$ cat config.mk
export PLATFORM = sky130hd
export DESIGN_NAME = rst_ctrl_sys
export DESIGN_NICKNAME = d
export VERILOG_FILES = /design/src/rtl/rst_ctrl_pkg.sv /design/src/rtl/rst_btn_debounce.sv /design/src/rtl/rst_ctrl_sys.sv
export SDC_FILE = /design/constraint.sdc
export NUM_CORES = 1
export LEC_CHECK = 0
export ABC_AREA = 1
export ABC_CLOCK_PERIOD_IN_PS = 1400
export BUFFER_PORTS_ARGS = -buffer_cell sky130_fd_sc_hd__buf_2
export CORE_MARGIN = 5
export CORE_UTILIZATION = 54
export CTS_CLUSTER_DIAMETER = 120
export DETAILED_ROUTE_END_ITERATION = 8
export PLACE_DENSITY_LB_ADDON = 0.1
export SETUP_SLACK_MARGIN = 0.02
export SKIP_CTS_REPAIR_TIMING = 1
export SLEW_MARGIN = 30
export SYNTH_ARGS = -nofsm -noshare
export SYNTH_HDL_FRONTEND = slang
export SYNTH_HIERARCHICAL = 1
export SYNTH_SLANG_ARGS = --single-unit
$ cat constraint.sdc
create_clock -name clk_sys -period 1.4 [get_ports clk_sys]
set_input_delay 0.21 -clock clk_sys [delete_from_list [all_inputs] [get_ports clk_sys]]
set_output_delay 0.21 -clock clk_sys [all_outputs]
set_load 0.02 [all_outputs]
$ cat src/rtl/rst_ctrl_pkg.sv
// Shared types and defaults for the clk_sys reset sequencer.
package rst_ctrl_pkg;

    typedef enum logic [2:0] {
        StWait,
        StHold,
        StPeriph,
        StRun,
        StSw
    } rst_state_e;

    typedef enum logic [1:0] {
        RstCausePor,
        RstCausePll,
        RstCauseBtn,
        RstCauseSw
    } rst_cause_e;

    localparam int unsigned DefSyncStages     = 2;
    localparam int unsigned DefDebounceCycles = 50000;
    localparam int unsigned DefHoldCycles     = 16;
    localparam int unsigned DefStageGap       = 4;

    function automatic int unsigned max_u(input int unsigned a, input int unsigned b);
        return (a > b) ? a : b;
    endfunction

endpackage

$ cat src/rtl/rst_btn_debounce.sv
// Board reset button synchroniser and debouncer; btn_db only follows a change that
// stays stable for DebounceCycles consecutive clk_sys cycles.
module rst_btn_debounce
    import rst_ctrl_pkg::*;
#(
    parameter int unsigned SyncStages     = DefSyncStages,
    parameter int unsigned DebounceCycles = DefDebounceCycles
) (
    input  logic clk_sys,
    input  logic rst_sys,
    input  logic btn_rst_ni,
    output logic btn_db
);

    localparam int unsigned CntW = $clog2(DebounceCycles + 1);
    localparam logic [CntW-1:0] CntLast = CntW'(DebounceCycles - 1);

    logic [SyncStages-1:0] sync_q;
    logic                  btn_s;
    logic [CntW-1:0]       cnt_q, cnt_d;
    logic                  db_q, db_d;

    assign btn_s = sync_q[SyncStages-1];

    always_comb begin
        cnt_d = '0;
        db_d  = db_q;
        if (btn_s != db_q) begin
            if (cnt_q == CntLast) begin
                db_d = btn_s;
            end else begin
                cnt_d = cnt_q + CntW'(1);
            end
        end
    end

    // Button resets to "released" so a POR never looks like a press.
    always_ff @(posedge clk_sys or posedge rst_sys) begin
        if (rst_sys) begin
            sync_q <= '1;
            cnt_q  <= '0;
            db_q   <= 1'b1;
        end else begin
            sync_q <= {sync_q[SyncStages-2:0], btn_rst_ni};
            cnt_q  <= cnt_d;
            db_q   <= db_d;
        end
    end

    assign btn_db = db_q;

endmodule

$ cat src/rtl/rst_ctrl_sys.sv
// Reset sequencer: staged peripheral/core release after PLL lock and button are good,
// debug ndmreset handling for the core, and latched cause of the last reset.
module rst_ctrl_sys
    import rst_ctrl_pkg::*;
#(
    parameter int unsigned SyncStages     = DefSyncStages,
    parameter int unsigned DebounceCycles = DefDebounceCycles,
    parameter int unsigned HoldCycles     = DefHoldCycles,
    parameter int unsigned StageGap       = DefStageGap
) (
    input  logic       clk_sys,
    input  logic       rst_sys,
    input  logic       pll_locked_i,
    input  logic       btn_rst_ni,
    input  logic       ndmreset_req_i,
    output logic       rst_periph_no,
    output logic       rst_core_no,
    output logic [1:0] rst_cause_o
);

    localparam int unsigned CntW = $clog2(max_u(HoldCycles, StageGap) + 1);
    localparam logic [CntW-1:0] HoldLast = CntW'(HoldCycles - 1);
    localparam logic [CntW-1:0] GapLast  = CntW'(StageGap - 1);

    logic [SyncStages-1:0] lock_sync_q;
    logic                  locked_s;
    logic                  btn_db;
    logic                  press;

    rst_state_e      state_q, state_d;
    logic [CntW-1:0] cnt_q, cnt_d;
    logic            periph_q, periph_d;
    logic            core_q, core_d;
    rst_cause_e      cause_q, cause_d;

    rst_btn_debounce #(
        .SyncStages     (SyncStages),
        .DebounceCycles (DebounceCycles)
    ) u_btn_debounce (
        .clk_sys    (clk_sys),
        .rst_sys    (rst_sys),
        .btn_rst_ni (btn_rst_ni),
        .btn_db     (btn_db)
    );

    assign locked_s = lock_sync_q[SyncStages-1];
    assign press    = ~btn_db;

    always_comb begin
        state_d  = state_q;
        cnt_d    = '0;
        periph_d = periph_q;
        core_d   = core_q;
        cause_d  = cause_q;

        case (state_q)
            StWait: begin
                periph_d = 1'b0;
                core_d   = 1'b0;
                if (locked_s && !press) begin
                    state_d = StHold;
                end
            end
            StHold: begin
                if (cnt_q == HoldLast) begin
                    state_d  = StPeriph;
                    periph_d = 1'b1;
                end else begin
                    cnt_d = cnt_q + CntW'(1);
                end
            end
            StPeriph: begin
                if (cnt_q == GapLast) begin
                    state_d = StRun;
                    core_d  = 1'b1;
                end else begin
                    cnt_d = cnt_q + CntW'(1);
                end
            end
            StRun: begin
                if (ndmreset_req_i) begin
                    state_d = StSw;
                    core_d  = 1'b0;
                    cause_d = RstCauseSw;
                end
            end
            StSw: begin
                // Hold time restarts for as long as the debugger keeps requesting.
                if (ndmreset_req_i) begin
                    cnt_d = '0;
                end else if (cnt_q == HoldLast) begin
                    state_d = StRun;
                    core_d  = 1'b1;
                end else begin
                    cnt_d = cnt_q + CntW'(1);
                end
            end
            default: begin
                state_d  = StWait;
                periph_d = 1'b0;
                core_d   = 1'b0;
            end
        endcase

        // Lock loss outranks a button press; both override any sequencing step.
        if (state_q != StWait) begin
            if (!locked_s) begin
                state_d  = StWait;
                cnt_d    = '0;
                periph_d = 1'b0;
                core_d   = 1'b0;
                cause_d  = RstCausePll;
            end else if (press) begin
                state_d  = StWait;
                cnt_d    = '0;
                periph_d = 1'b0;
                core_d   = 1'b0;
                cause_d  = RstCauseBtn;
            end
        end
    end

    always_ff @(posedge clk_sys or posedge rst_sys) begin
        if (rst_sys) begin
            lock_sync_q <= '0;
            state_q     <= StWait;
            cnt_q       <= '0;
            periph_q    <= 1'b0;
            core_q      <= 1'b0;
            cause_q     <= RstCausePor;
        end else begin
            lock_sync_q <= {lock_sync_q[SyncStages-2:0], pll_locked_i};
            state_q     <= state_d;
            cnt_q       <= cnt_d;
            periph_q    <= periph_d;
            core_q      <= core_d;
            cause_q     <= cause_d;
        end
    end

    assign rst_periph_no = periph_q;
    assign rst_core_no   = core_q;
    assign rst_cause_o   = cause_q;

endmodule

==> results of run 1 <==
[layout make-up]
class                      instances  share of cell area, %
multi-input combinational        169                   43.8
sequential                        33                   35.7
timing repair buffer              26                   8.02
inverter                          34                   5.59
clock inverter                     3                   2.80
tap                               46                   2.47
clock buffer                       5                   1.61
[worst max-delay path: cells and delay by family, from the launching register on]
family / cells / cell delay [ps]
flip-flops: 1 / 370
adder cells (fa/ha/maj): 2 / 380
buffers and inverters: 2 / 160
AND/OR/NAND/NOR: 5 / 530
[synthesized netlist by cell type (all sizes together)]
library cell,number
nor2,53
dfstp,3
xnor2,1
a21oi,9
o21ai,5
nand2,52
nand3b,2
o22ai,1
ha,4
nand3,21
o211ai,1
a21o,1
inv,34
o21bai,1
a31oi,2
dfrtp,30
nand4,7
nor3b,1
buf,1
xor2,5
nor3,3
[logic make-up (layout without fill, tap and decap cells)]
group,count (synthesis),in the layout,synth area share (%)
compound gates,20,20,6.42
xor+xnor,6,6,3.24
fa+ha+maj,4,4,2.70
buf+inv,35,68,7.50
flops,33,33,44.8
simple gates,139,139,35.3
[through the flow]
stage | hold WS (ps) | setup TNS (ps) | setup WS (ps) | power, mW | utilization (%)
after floorplan | 99.2 | 0 | 11.7 | 1.03 | -
after global placement | 225 | -22.3 | -16.2 | 1.06 | 60.8
after detailed placement | 230 | -434 | -89.2 | 1.06 | 60.8
after CTS | -162 | -506 | -103 | 1.96 | 63.9
after global routing | 173 | -1100 | -228 | 2.04 | 69.7
final | 187 | -345 | -122 | 1.96 | 69.7
[sequential cells by signal (all words and copies together), names as in the netlist]
| name | flops |
|---|---|
| u_btn_debounce/sync_q | 2 |
| state_q | 3 |
| rst_core_no | 1 |
| cnt_q | 5 |
| lock_sync_q | 2 |
| u_btn_debounce/cnt_q | 16 |
| rst_periph_no | 1 |
| u_btn_debounce/btn_db | 1 |
| rst_cause_o | 2 |
[per-layer routing]
layer | wire, um | vias to the layer above | share of wire, % | track usage, %
li1 | - | 820 | - | -
met1 | 2010 | 756 | 51 | 27.1
met4 | 57 | 0 | 1.4 | 8.93
met2 | 1790 | 27 | 45 | 27.1
met3 | 118 | 7 | 3.0 | 4.38
met5 | 0 | - | 0 | 0
[power breakdown]
part / switching [mW] / total [mW] / internal (mW)
Combinational: 0.0475 / 0.0793 / 0.0319
Sequential: 0.0142 / 0.982 / 0.968
Clock: 0.346 / 0.898 / 0.553
Total: 0.407 / 1.96 / 1.55
[how the worst max path moves through the flow]
stage / startpoint / to / slack (ps) / cells after the start
floorplan: cnt_q[0] / state_q[0] / 10 / 9
global placement: cnt_q[0] / cnt_q[3] / -20 / 7
detailed placement: cnt_q[1] / cnt_q[3] / -90 / 7
CTS: cnt_q[1] / cnt_q[1] / -100 / 7
global route: cnt_q[1] / state_q[1] / -230 / 8
finish: cnt_q[1] / state_q[1] / -120 / 9
==> metrics.txt, run 1 <==
cells along the critical path ha_2 > inv_2 > nor3_4 > ha_4 > buf_6 > nand2_4 > nand2_1 > nor2_2 > nor2_1; worst reg2reg path startpoint cnt_q[1]; Avg WL per Cell between 10 and 15 um; Hold Crit Class in -> reg; synthesized cell area between 0.0015 and 0.002 mm^2; cell taking the most area after synthesis dfrtp_1; setup ws final -122 ps; status finished, violations left; dpl hpwl 2860 um; Die H roughly 69 um; Min-Delay Path Depth 3; final hold vios 0; leakage ~1.2 nW; Syn Nets 246; Max Buffers Root-to-Sink 2; placed insts between 300 and 400; worst r2r path cells 9; Port Buffers 8; via/cell ratio roughly 5.1; Max transition margin 61.3%; Root Buffer clkbuf_4; most frequent cells in the layout nand2_1, nor2_1, dfrtp_1; GRT Resource Usage Total roughly a fifth; Clock Skew 8.10 ps; Slew Viols, Final 0; share of cells above drive strength 1 between 20% and 30%; FF+latch area slightly above 800 um^2; # Max-Cap Violations 0; CP required 1660 ps; TritonCTS sink count 33; core area 0.00334 mm^2; Placement Rows 21; Setup CP Type reg -> reg; ANT cells 0; first-pass GRT wire length roughly 6500 um; Syn Inst Count between 200 and 250; CP max FO 3; pin count of the biggest net entering global routing 15; Slew @ Worst Pin 580 ps; data arrival time of the critical path around 1800 ps; slowest CP cell dfrtp_1; post-synthesis sequential area ratio roughly 45%; CP peak stage delay ~370 ps; DR DRC count 0; Pre-antenna DRT Iters 4; Peak VDD IR 0.000650 V; top-area cell type share of the netlist area between 40 and 50%; drt total wl slightly below 4000 um; maximum clock frequency approximately 0.66 GHz; TritonCTS clock tree yes; #FFs+latches synth 33; Clock Latency Late Sink about 340 ps; Avg Cell Area, Syn about 7.8 um^2; Placer Congestion a little over 0.8; Post-DP Area between 0.002 and 0.0025 mm^2; Finished Cell Area between 0.002 and 0.0025 mm^2; Vias 1610; hold endpoint state_q[2]; initial antenna violation count 0; Unique masters post-synth 31; RSZ-0062 raised after global routing yes; yosys warns 6; vias in the first global route between 1000 and 1500; flop2flop setup slack -120 ps; min Tclk post-route roughly 1500 ps; Max H-tree Level 2; GR Overflow Total 0; Die W around 69 um; pwr dens between 800 and 900 mW/mm^2; final setup fails 7; R2R Path End state_q[1]; Area Overhead vs Synth 25.6%; fillers roughly 280; footprint of the multi-input gates ~0.0010 mm^2; Clock Pin Slew Worst Setup and Hold Paths ~110 ps; synth top area cells dfrtp_1, nand2_1, nor2_1; Final Cycle Share 109%; violated checks negative setup slack; Antenna Violating Nets Remaining 0; die area 0.00470 mm^2; Initial Util a little under three fifths; CP startpoint kind register; Final Non-Filler Cells about 320; layout net count around 280; CP Capture Type register; 1st-iter DRT viols 103; num ports 9; total CTS buffers 5; hold path startpoint ndmreset_req_i
(Power assumes the default switching activity.)
==> run 2: changes to the inputs <==
--- a/config.mk
+++ b/config.mk
@@ -12,6 +12,8 @@
 export CORE_UTILIZATION = 54
 export CTS_CLUSTER_DIAMETER = 120
 export DETAILED_ROUTE_END_ITERATION = 8
+export GPL_ROUTABILITY_DRIVEN = 0
+export GPL_TIMING_DRIVEN = 0
 export PLACE_DENSITY_LB_ADDON = 0.1
 export SETUP_SLACK_MARGIN = 0.02
 export SKIP_CTS_REPAIR_TIMING = 1
==> run 2 against run 1 <==
The flow still finishes with violations (negative setup slack). Clock skew rose by 11 ps. Critical path depth stayed put. Cell area down 2.6%. Cell count shrank 2.2%. Wire length decreased by 2.7%. Clock-buffer cell count increased by 3.
==> metrics.txt, run 2 (synthesis gave the netlist of run 1 again) <==
share of cells above drive strength 1 ~28%; Internal Dissipation ~1.3 mW; Hold Crit Class in -> reg; biggest regs u_btn_debounce/cnt_q (16), cnt_q (5), state_q (3); Vias between 1500 and 2000; Clock Latency Late Sink ~330 ps; drt total wl approximately 3900 um; pin count of the biggest net entering global routing 20; CP required 1630 ps; Area Overhead vs Synth 22.4%; status finished, violations left; total chip power between 1.5 and 2 mW; # Max-Cap Violations 0; Setup CP Type reg -> reg; initial antenna violation count 0; final hold vios 0; ANT cells 0; layout net count 271; Antenna Violating Nets Remaining 0; pwr dens about 720 mW/mm^2; Max H-tree Level 2; num ports 9; Pre-antenna DRT Iters 4; Seq pwr share 59.9%; combinational fraction of design power under 10%; min Tclk post-route 1540 ps; Max transition margin about half; Core Util, Final ~68%; dpl hpwl around 2600 um; data arrival time of the critical path around 1800 ps; Fin Hold WS approximately 180 ps; first-pass GRT wire length a little under 6000 um; Peak VDD IR about 0.00060 V; TritonCTS clock tree yes; final setup fails 10; violated checks negative setup slack; TritonCTS sink count 33; RSZ-0062 raised after global routing yes; GR Overflow Total 0; Initial Util between 50% and 60%; via/cell ratio between 5 and 6; sw frac about a quarter; Max Buffers Root-to-Sink 2; Slew Viols, Final 0; setup ws final -138 ps; DR DRC count 0; Avg WL per Cell between 10 and 15 um; TNS Setup -967 ps; Root Buffer clkbuf_4; Placement Rows 21; total CTS buffers 5; Clock Pin Slew Worst Setup and Hold Paths roughly 110 ps; Slew @ Worst Pin slightly above 700 ps; register with the most flip-flops u_btn_debounce/cnt_q; 1st-iter DRT viols ~120; switching pwr just under 0.4 mW; max reg flops 16; core area around 0.0033 mm^2; footprint of the multi-input gates roughly 0.0010 mm^2; most frequent cells in the layout nand2_1, nor2_1, dfrtp_1; leakage 1.13 nW; CP max FO 4; CP Capture Type register; Die H just under 70 um; Port Buffers 8; fillers around 280; CP startpoint kind register; maximum clock frequency approximately 0.65 GHz; FF+latch area between 800 and 900 um^2; Clock Skew roughly 19 ps; vias in the first global route around 1300; die area ~0.0047 mm^2; GRT Resource Usage Total 16.9%; commonest non-fill, non-tap cell in the layout nand2_1; Final Cycle Share 110%; clock network fraction of total power between 30% and 40%; Die W between 60 and 70 um
-- run 2: changes by cell type in the layout (fill, tap and decap cells not counted), sizes merged --
| cell | previous run | this run |
|---|---|---|
| clkbuf | 5 | 8 |
| bufinv | 2 | 0 |
| buf | 23 | 16 |
| clkinv | 1 | 0 |
-- run 2: worst paths after layout --
check                                from                        to  slack [ps]  depth (start not counted)
setup / recovery                 cnt_q[0]                state_q[0]        -140                          9
hold / removal             ndmreset_req_i                state_q[2]         180                          3
setup reg to reg                 cnt_q[0]                state_q[0]        -140                          9
hold reg to reg            lock_sync_q[0]            lock_sync_q[1]         360                          0
max in group asynchronous         rst_sys  u_btn_debounce/cnt_q[13]         390                          3
min in group asynchronous         rst_sys                  cnt_q[0]         460                          3
-- run 2: power groups by stage --
stage               Combinational [mW]  Sequential (mW)  Clock (mW)
floorplan                       0.0385            0.994           0
global placement                0.0560            0.997           0
detailed placement              0.0569            0.997           0
CTS                             0.0573            0.979       0.575
global route                     0.108            0.986       0.608
finish                          0.0952            0.984       0.563
-- run 2: metal layers --
metal	up-vias	global-route usage (%)	part of all wire, %
met3	6	6.32	3.7
li1	806	-	-
met5	-	0	0
met2	29	22.9	44
met1	737	24.8	51
met4	0	5.21	1.4
-- run 2: final cells by class --
type                       count  share of cell area, %
timing repair buffer          18                   5.96
sequential                    33                   36.6
multi-input combinational    169                   46.1
inverter                      34                   5.74
buffer                         1                  0.497
clock buffer                   8                   2.60
tap                           46                   2.54
-- run 2: metrics by stage --
stage / cell area, um^2 / worst slack, ps / cells
2_1_floorplan: 1860 / 11.7 / 237
3_3_place_gp: 1960 / -145 / 291
3_5_place_dp: 1960 / -152 / 291
4_1_cts: 2020 / -169 / 299
5_1_grt: 2270 / -251 / 309
6_report: 2270 / -138 / 309
-- run 2: worst max-delay path, stage by stage, from the launching register on --
cell	delay [ps]
dfrtp_1	400
ha_2	210
inv_2	60
nor3_4	230
ha_4	190
inv_4	40
nand4_1	70
nand3_1	80
nor2_1	110
nor2_1	50
